## src/rtl/ahb_slave_mem.sv

```systemverilog
// ahb_slave_mem: AHB word memory responder with programmable wait states.
// Define AHB_SLV_ERR_RESP_EN for the ERROR response on bad size/alignment/range.
module ahb_slave_mem #(
    parameter int ADDR_W      = 4,
    parameter int WAIT_STATES = 1
) (
    input  logic        hclk,
    input  logic        hreset,
    input  logic        hsel,
    input  logic [31:0] haddr,
    input  logic [1:0]  htrans,
    input  logic        hwrite,
    input  logic [2:0]  hsize,
    input  logic [31:0] hwdata,
    input  logic        hready,
    output logic        hreadyout,
    output logic [1:0]  hresp,
    output logic [31:0] hrdata
);
    typedef enum logic [2:0] {
        IDLE,
        WAIT,
        DATA
`ifdef AHB_SLV_ERR_RESP_EN
        , ERR1,
        ERR2
`endif
    } state_t;
    localparam logic [2:0] WS = 3'(WAIT_STATES);
    logic [31:0]       mem [2**ADDR_W];
    state_t            state, nxt, acc_st;
    logic [2:0]        cnt;
    logic [ADDR_W-1:0] idx_q;
    logic [1:0]        lane_q;
    logic [2:0]        size_q;
    logic              wr_q;
    logic              accept, load;
    logic [3:0]        be;
    logic [31:0]       wmerged;
    assign accept = hsel && hready && htrans[1];
`ifdef AHB_SLV_ERR_RESP_EN
    logic err;
    assign err = hsize > 3'd2 || (hsize == 3'd1 && haddr[0]) ||
                 (hsize == 3'd2 && haddr[1:0] != 2'b00) || haddr[31:ADDR_W+2] != '0;
    assign acc_st = err ? ERR1 : (WAIT_STATES > 0 ? WAIT : DATA);
`else
    logic unused_hi;
    assign unused_hi = ^haddr[31:ADDR_W+2];
    assign acc_st = WAIT_STATES > 0 ? WAIT : DATA;
`endif
    always_comb begin
        nxt  = IDLE;
        load = 1'b0;
        case (state)
            WAIT: nxt = cnt == 3'd1 ? DATA : WAIT;
`ifdef AHB_SLV_ERR_RESP_EN
            ERR1: nxt = ERR2;
`endif
            default: begin
                load = accept;
                nxt  = accept ? acc_st : IDLE;
            end
        endcase
    end
    // Out-of-size hsize falls through to word lanes; misaligned lanes align down.
    assign be = size_q == 3'd0 ? 4'b0001 << lane_q :
                size_q == 3'd1 ? (lane_q[1] ? 4'b1100 : 4'b0011) : 4'b1111;
    always_comb begin
        wmerged = mem[idx_q];
        for (int i = 0; i < 4; i++)
            if (be[i]) wmerged[8*i +: 8] = hwdata[8*i +: 8];
    end
    always_ff @(posedge hclk or posedge hreset) begin
        if (hreset) begin
            state     <= IDLE;
            hreadyout <= 1'b1;
            cnt       <= '0;
            idx_q     <= '0;
            lane_q    <= '0;
            size_q    <= '0;
            wr_q      <= 1'b0;
            for (int i = 0; i < 2**ADDR_W; i++) mem[i] <= '0;
        end else begin
            state <= nxt;
`ifdef AHB_SLV_ERR_RESP_EN
            hreadyout <= nxt != WAIT && nxt != ERR1;
`else
            hreadyout <= nxt != WAIT;
`endif
            if (state == DATA && wr_q) mem[idx_q] <= wmerged;
            if (load) begin
                idx_q  <= haddr[ADDR_W+1:2];
                lane_q <= haddr[1:0];
                size_q <= hsize;
                wr_q   <= hwrite;
                cnt    <= WS;
            end else if (state == WAIT) begin
                cnt <= cnt - 3'd1;
            end
        end
    end
`ifdef AHB_SLV_ERR_RESP_EN
    always_ff @(posedge hclk or posedge hreset) begin
        if (hreset) hresp <= 2'b00;
        else        hresp <= (nxt == ERR1 || nxt == ERR2) ? 2'b01 : 2'b00;
    end
`else
    assign hresp = 2'b00;
`endif
    // Reads see the memory after any preceding write has committed.
    assign hrdata = (state == DATA && !wr_q) ? mem[idx_q] : '0;
endmodule

```

## config.mk

```make
export PLATFORM = sky130hd
export DESIGN_NAME = ahb_slave_mem
export DESIGN_NICKNAME = d
export VERILOG_FILES = /design/src/rtl/ahb_slave_mem.sv
export SDC_FILE = /design/constraint.sdc
export NUM_CORES = 1
export LEC_CHECK = 0
export CAP_MARGIN = 30
export CELL_PAD_IN_SITES_DETAIL_PLACEMENT = 1
export CELL_PAD_IN_SITES_GLOBAL_PLACEMENT = 1
export CORE_ASPECT_RATIO = 0.9
export CORE_MARGIN = 1.5
export CORE_UTILIZATION = 25
export DETAILED_ROUTE_END_ITERATION = 16
export GPL_TIMING_DRIVEN = 0
export MAX_ROUTING_LAYER = met4
export PLACE_DENSITY_LB_ADDON = 0.1
export SKIP_CTS_REPAIR_TIMING = 1
export SYNTH_ARGS = -nofsm -noshare
export SYNTH_HDL_FRONTEND = slang
export SYNTH_SLANG_ARGS = --single-unit
```

## constraint.sdc

```tcl
create_clock -name hclk -period 23.9 [get_ports hclk]
set_clock_uncertainty 0.15 [all_clocks]
set_input_delay 2.39 -clock hclk [delete_from_list [all_inputs] [get_ports hclk]]
set_output_delay 2.39 -clock hclk [all_outputs]
set_load 0.02 [all_outputs]
```

### Yosys cells after proc, flatten, opt, wreduce, memory -nomap -nowiden

Cells that the tools add are included.

| operators by class | value |
|---|---|
| order comparisons | 2 |
| shift operators | 1 |
| bitwise operators | 1 |
| div/mod/pow operators | 0 |
| multipliers | 0 |
| reductions and logical operators | 8 |
| equal/unequal tests | 5 |
| multiplexer cells | 20 |
| add/subtract/negate cells | 1 |

Operators by type and width:

| kind | count |
|---|---|
| $bwmux 512 | 1 |
| $bmux 32 s4 | 1 |
| $demux 32 s4 | 1 |
| $mux 32 | 4 |
| $mux 8 | 4 |
| $mux 4 | 3 |
| $eq 3x1->1 const B | 3 |
| $mux 3 | 2 |
| $ge 5x5->1 const B | 1 |
| $logic_and 1x1->1 | 5 |
| $lt 5x1->1 const B | 1 |
| $not 4->5 | 1 |
| $mux 2 | 2 |
| $shl 1x2->4 const A | 1 |
| $eq 3x2->1 const B | 1 |
| $logic_not 3->1 | 1 |
| $ne 3x1->1 const B | 1 |
| $sub 3x1->3 const B | 1 |
| $mux 1 | 2 |
| $reduce_bool 2->1 | 1 |
| $logic_not 1->1 | 1 |

| storage, ports and cells | value |
|---|---|
| memories | 0 |
| latch bits | 0 |
| ROM bits | 0 |
| word-level logic and storage cells | 61 |
| RAM bits | 0 |
| output and inout bits | 35 |
| register bits after elaboration | 529 |

### Longest topological paths before layout

Gate-level depths: netlist of the first run.

| logic depth | value |
|---|---|
| word-level depth | 6 |
| depth in mapped cells | 9 |

### Worst setup path before layout of the first run

No wires, ideal clock.

| path | value |
|---|---|
| kind | flip-flop to output port |
| start | register idx_q[1] |
| end | output hrdata[25] |
| cell stages (with the launch flop) | 7 |
| arrival | 1.767 ns |
| required time | 21.360 ns |
| path slack | 19.593 ns |
| buffers on the path | 3 |
| cell sequence | dfrtp_1 -> buf_4 -> and2_1 -> buf_2 -> buf_2 -> a22o_1 -> o31ai_1 |

| on the way | value |
|---|---|
| cells in the longest elaborated chain, start to end | 5 |

RTL lines:

| element | line | source |
|---|---|---|
| start: declaration | 33 | `logic [ADDR_W-1:0] idx_q;` |
| start signal: assignment | 92 | `idx_q <= haddr[ADDR_W+1:2];` |
| $not 4->5 (not written as such) | 111 | `assign hrdata = (state == DATA && !wr_q) ? mem[idx_q] : '0;` |
| $bmux 32 s4 | 111 |  |
| $mux 32 (not written as such) (2 in series) | 111 |  |
| $mux 32 | 111 |  |
| end: declaration | 18 | `output logic [31:0] hrdata` |

No other way between the ends. The select of a mux whose other input is x is not followed.

### Final worst setup path of the first run

| path | value |
|---|---|
| start | register idx_q[2] |
| end | output hrdata[8] |

The elaborated chain is that of the path after synthesis.

==> results.py, run 1 <==
metrics = {
    "synth": {
        "synth_area_um2": 24600,
        "synth.top_cell.area_share_pct": 53.5,
        "ys_seq_area_share_pct": 53.6,
        "yosys_warnings": 0,
        "post-synth-top-count-cell": "dfrtp_1",
        "synthArstFlopShare_pct": 100,
        "synth-edff-count": 0,
        "synth_cell_types": 52,
        "synth_area_leaders": "dfrtp_1, nand2_1, o31ai_1",
        "synthTopCellsByCount": "dfrtp_1, nand2_1, o21ai_0, o31ai_1, mux2i_1",
        "synthFlopType": "dfrtp_1",
        "syn_avg_cell_area_um2": 10.9,
        "ys_ff_latch": 528,
        "yosys.area.top_type": "dfrtp_1",
        "syn-instance-count": 2255,
    },
    "clock_tree": {
        "clockBufferDepth": 3,
        "cts_buffers": 69,
        "htreeDepth": 3,
        "cts_sinks": 528,
        "cts-root-buf": "clkbuf_16",
        "clk_pin_slew_worst_paths_ns": 0.06,
        "clock_latency_ns": 0.64,
        "cts_tree": "done",
    },
    "floorplan": {
        "ioPinCount": 109,
        "core_area_um2": 97900,
        "fp.dieArea_um2": 100000,
        "rows": 109,
        "start_util_pct": 25.2,
        "die_width_um": 334,
        "die_y_um": 301,
    },
    "global_route": {
        "top_usage_layer": "met2",
        "antenna_found_initial": 0,
        "use_met2_pct": 35.2,
        "grt_pass1_vias": 21000,
        "grt_use_total_pct": 22.2,
        "grt_util_met3_pct": 2.61,
        "use_met1_pct": 30.0,
        "grt_pass1_wl_um": 156000,
        "grt_max_degree": 123,
        "grt_remaining_overflow": 0,
    },
    "timing": {
        "setup_violations": 0,
        "drv_slew": 0,
        "slew_headroom_pct": 29.8,
        "period_needed_ns": 6.39,
        "fin_crit_sh_pct": 26.8,
        "worstMarginPinSlew_ns": 1.05,
        "rsz0062_at_grt": "no",
        "hold_viol": 0,
        "finalSetupTns_ns": 0,
        "fmax_ghz": 0.156,
    },
    "power_and_ir_drop": {
        "seq_power_share_pct": 35.8,
        "clkPwrFrac_pct": 26.3,
        "power.density_nw_per_um2": 132,
        "swShare_pct": 39.4,
        "p_int_mw": 2.37,
        "total_leakage_power_nw": 12.8,
        "power_frac_comb_pct": 37.9,
        "switching_power_mw": 1.54,
        "ir_worst_vdd_mv": 0.0440,
    },
    "hold_path": {
        "min_from": "mem[419]",
        "hp-class": "reg2reg",
        "min_path_cells": 2,
        "whs_endpoint": "mem[419]",
    },
    "layout": {
        "area_growth_pct": 19.8,
        "fillerInstances": 10900,
        "final_area_um2": 29500,
        "finalNetCount": 2499,
        "layoutNonFillerInstCount": 3747,
        "drive_gt1_share_pct": 13.6,
    },
    "run": {
        "maxCapViolCount": 0,
    },
    "placed_design": {
        "placed_cells": 3624,
        "routabilityCongestion": 0.810,
        "dpl_cell_area_um2": 27300,
        "hpwl_um": 75500,
        "io_buffers": 79,
    },
    "detailed_routing": {
        "vias": 19500,
        "drc": 0,
        "initialDrtViolationCount": 1134,
        "drt-total-wl_um": 108000,
        "wl_per_cell_um": 28.7,
        "drtAntennaViolNets": 0,
        "firstDrtPassIters": 5,
        "viasPerCell": 5.19,
    },
    "worst_setup_path": {
        "end_kind": "primary output",
        "crit_arrival_ns": 3.85,
        "critPathLaunchType": "flip-flop",
        "r2r_cells": 7,
        "r2r_start": "idx_q[1]",
        "r2r_end": "mem[392]",
        "crit_fanout": 10,
        "required_ns": 21.36,
        "criticalPathCategory": "reg2out",
        "r2r_slack_ns": 20.70,
    },
    "run_status": {
        "status": "finished, final reports clean",
    },
}
-- cell usage in the layout (no fill, tap or decap), drive strengths merged, types with 29 or more instances in the layout --
cell / instances
clkdlybuf4s50: 79
o21ai: 237
mux2i: 144
mux2: 37
mux4: 56
a22oi: 58
buf: 80
o22ai: 29
nand2: 467
clkbuf: 215
a21oi: 38
dfrtp: 527
a22o: 80
nor2: 95
o31ai: 226
-- sequential cells by signal, indices dropped and copies added, names as in the netlist --
signal     count
state          2
wr_q           1
hreadyout      1
idx_q          4
size_q         3
lane_q         2
cnt            3
mem          512
-- per-stage QoR --
stage	hold slack [ns]	util, %	setup slack, ns	power [mW]
2_1_floorplan	0.292	-	6.61	2.31
3_3_place_gp	0.306	27.6	-0.779	2.84
3_5_place_dp	0.315	27.9	18.07	2.90
4_1_cts	0.327	30.1	17.41	3.95
5_1_grt	0.342	30.1	17.34	4.14
6_report	0.326	30.1	17.51	3.91
-- worst max path at each step --
stage	depth (start not counted)	to	startpoint	slack [ns]
6_report	6	hrdata[8]	idx_q[2]	17.51
5_1_grt	6	hrdata[1]	idx_q[2]	17.34
4_1_cts	6	hrdata[8]	idx_q[2]	17.41
2_1_floorplan	1	cnt[0]	hreset	6.61
3_3_place_gp	2	mem[137]	hreset	-0.78
3_5_place_dp	6	hrdata[8]	idx_q[2]	18.07
-- logic make-up after synthesis --
group | count (synthesis) | synth area share (%)
buf+inv | 175 | 3.54
compound gates | 699 | 20.1
mux | 237 | 12.7
flops | 528 | 53.6
fa+ha+maj | 2 | 0.102
other cells | 1 | 0.0152
simple gates | 613 | 9.91
-- layout make-up --
cell class	instances	area (um^2)	share of cell area (%)
diodes	1	2.50	0.00848
multi-input cells	1553	10600	35.8
clock inverters	11	103	0.348
plain buffers	171	858	2.91
clock buffers	107	2070	7.02
inverters	4	22.5	0.0763
flip-flops and latches	528	13200	44.8
repair buffers	96	1080	3.65
well taps	1276	1600	5.41
-- critical path, stage by stage, from the launching register on --
cell and delay (ns):
dfrtp_1 0.41, buf_2 0.28, nor3b_1 0.68, clkbuf_1 0.63
nand3_1 0.39, nand2_1 0.21, clkdlybuf4s50_1 0.62
-- power by group through the flow --
stage | combinational [mW] | sequential [mW] | clock (mW)
floorplan | 0.952 | 1.36 | 0
global placement | 1.44 | 1.40 | 0
detailed placement | 1.49 | 1.41 | 0
CTS | 1.49 | 1.40 | 1.06
global route | 1.60 | 1.44 | 1.09
finish | 1.48 | 1.40 | 1.03
-- metal layers --
| metal | part of all wire (%) | vias to the layer above |
|---|---|---|
| met2 | 47 | 388 |
| met4 | 2.5 | 0 |
| met5 | 0 | - |
| li1 | - | 8584 |
| met3 | 3.5 | 145 |
| met1 | 47 | 10300 |
(Power assumes the default switching activity.)
==> run 2: changes to the inputs <==
- clock period: 23.9 -> 6.2 ns (I/O delays scaled with it)
==> run 2 against run 1 <==
Against the previous run: final cell count up 0.40%; sequential share of layout area down 0.37 points; utilization grew 0.25 points; total power grew to 3.9 times the previous value; cell area up 0.84%; worst hold slack got worse by 0.080 ns; clock-buffer cell count is 3 higher; clock power grew to 3.9 times the previous value; critical endpoint unchanged; largest power group unchanged.
==> results.py, run 2 (synthesized netlist as in run 1, its figures left out) <==
metrics = {
    "global_route": {
        "grt_pass1_wl_um": 155000,
        "use_met2_pct": 35.2,
        "grt_max_degree": 40,
        "antenna_found_initial": 0,
        "grt_use_total_pct": 22.1,
        "top_usage_layer": "met2",
        "grt_pass1_vias": 21000,
        "grt_remaining_overflow": 0,
        "grt_util_met3_pct": 3.09,
        "use_met1_pct": 29.4,
    },
    "run_status": {
        "status": "finished, final reports clean",
    },
    "clock_tree": {
        "cts_sinks": 528,
        "cts-root-buf": "clkbuf_16",
        "cts_tree": "done",
        "clk_pin_slew_worst_paths_ns": 0.06,
        "clockBufferDepth": 3,
        "clock_latency_ns": 0.63,
        "cts_buffers": 69,
        "htreeDepth": 3,
    },
    "worst_setup_path": {
        "critPathLaunchType": "flip-flop",
        "critPathBufInv": 3,
        "r2r_slack_ns": 2.87,
        "cp_top_family": "buffers and inverters",
        "critPathMaxStageDelay_ns": 0.65,
        "crit_arrival_ns": 3.82,
        "r2r_start": "idx_q[1]",
        "criticalPathCategory": "reg2out",
        "r2r_cells": 7,
        "crit_fanout": 10,
        "required_ns": 5.43,
        "crit_chain": "buf_2, nor3b_1, clkbuf_1, nand3_1, nand2_1, clkdlybuf4s50_1",
        "r2r_end": "mem[136]",
        "end_kind": "primary output",
        "cp_slowest_cell": "nor3b_1",
    },
    "floorplan": {
        "die_y_um": 301,
        "ioPinCount": 109,
        "die_width_um": 334,
        "rows": 109,
        "core_area_um2": 97900,
        "start_util_pct": 25.2,
        "fp.dieArea_um2": 100000,
    },
    "detailed_routing": {
        "initialDrtViolationCount": 1162,
        "drtAntennaViolNets": 0,
        "drt-total-wl_um": 107000,
        "vias": 19500,
        "wl_per_cell_um": 28.4,
        "viasPerCell": 5.17,
        "drc": 0,
        "firstDrtPassIters": 5,
    },
    "power_and_ir_drop": {
        "power.density_nw_per_um2": 509,
        "seq_power_share_pct": 35.7,
        "swShare_pct": 39.2,
        "switching_power_mw": 5.93,
        "p_int_mw": 9.21,
        "total_leakage_power_nw": 12.9,
        "ir_worst_vdd_mv": 0.181,
        "power_frac_comb_pct": 37.8,
        "clkPwrFrac_pct": 26.6,
    },
    "placed_design": {
        "io_buffers": 79,
        "routabilityCongestion": 0.808,
        "hpwl_um": 76600,
        "dpl_cell_area_um2": 27500,
        "dp_slack_ns": 2.26,
        "placed_cells": 3635,
    },
    "timing": {
        "post-route-worst-setup-slack_ns": 1.61,
        "worst_hold_slack_ns": 0.246,
        "slew_headroom_pct": 28.7,
        "worstMarginPinSlew_ns": 1.07,
        "drv_slew": 0,
        "fmax_ghz": 0.218,
        "finalSetupTns_ns": 0,
        "setup_violations": 0,
        "period_needed_ns": 4.59,
        "rsz0062_at_grt": "no",
        "hold_viol": 0,
        "fin_crit_sh_pct": 74.0,
    },
    "layout": {
        "finalNetCount": 2509,
        "layout_common_cells": "dfrtp_1, nand2_1, o21ai_0, o31ai_1, mux2i_1",
        "largest_reg_flops": 512,
        "top_register": "mem",
        "area_growth_pct": 20.8,
        "drive_gt1_share_pct": 14.4,
        "final_area_um2": 29800,
        "reg.largest.list": "mem: 512 flops, idx_q: 4 flops",
        "layoutNonFillerInstCount": 3762,
        "layout_commonest_cell": "dfrtp_1",
    },
    "hold_path": {
        "hp-class": "in2async",
    },
    "run": {
        "maxCapViolCount": 0,
    },
}
run 2: how the worst max path moves through the flow:
stage	startpoint	end	slack, ns	cells after the start
2_1_floorplan	hreset	cnt[0]	-1.75	1
3_3_place_gp	hreset	mem[393]	-5.70	2
3_5_place_dp	idx_q[2]	hrdata[8]	2.26	6
4_1_cts	idx_q[2]	hrdata[8]	1.58	6
5_1_grt	idx_q[2]	hrdata[8]	1.52	6
6_report	idx_q[2]	hrdata[8]	1.61	6
run 2: power by group through the flow:
stage	registers, mW	logic, mW	clock network [mW]
after global routing	5.56	6.17	4.27
after global placement	5.40	5.55	0
after CTS	5.40	5.76	4.14
after floorplan	5.25	3.67	0
final	5.40	5.72	4.03
after detailed placement	5.45	5.74	0
run 2: routing by layer:
metal  vias up  part of all wire (%)
li1       8617                     -
met5         -                     0
met2       380                    47
met3       154                   3.9
met4         0                   2.8
met1     10300                    46
run 2: final cells by class:
type / count / area, um^2
repair buffers: 106 / 1230
fillers: 10900 / 68200
clock buffers: 110 / 2180
inverters: 4 / 18.8
multi-input cells: 1553 / 10600
flip-flops and latches: 528 / 13200
plain buffers: 171 / 858
diodes: 1 / 2.50
well taps: 1276 / 1600
clock inverters: 13 / 93.8
run 2: metrics by stage:
step,util [%],power (mW)
global placement,27.6,11.0
detailed placement,28.1,11.2
finish,30.4,15.1
CTS,30.4,15.3
floorplan,-,8.92
global route,30.4,16.0
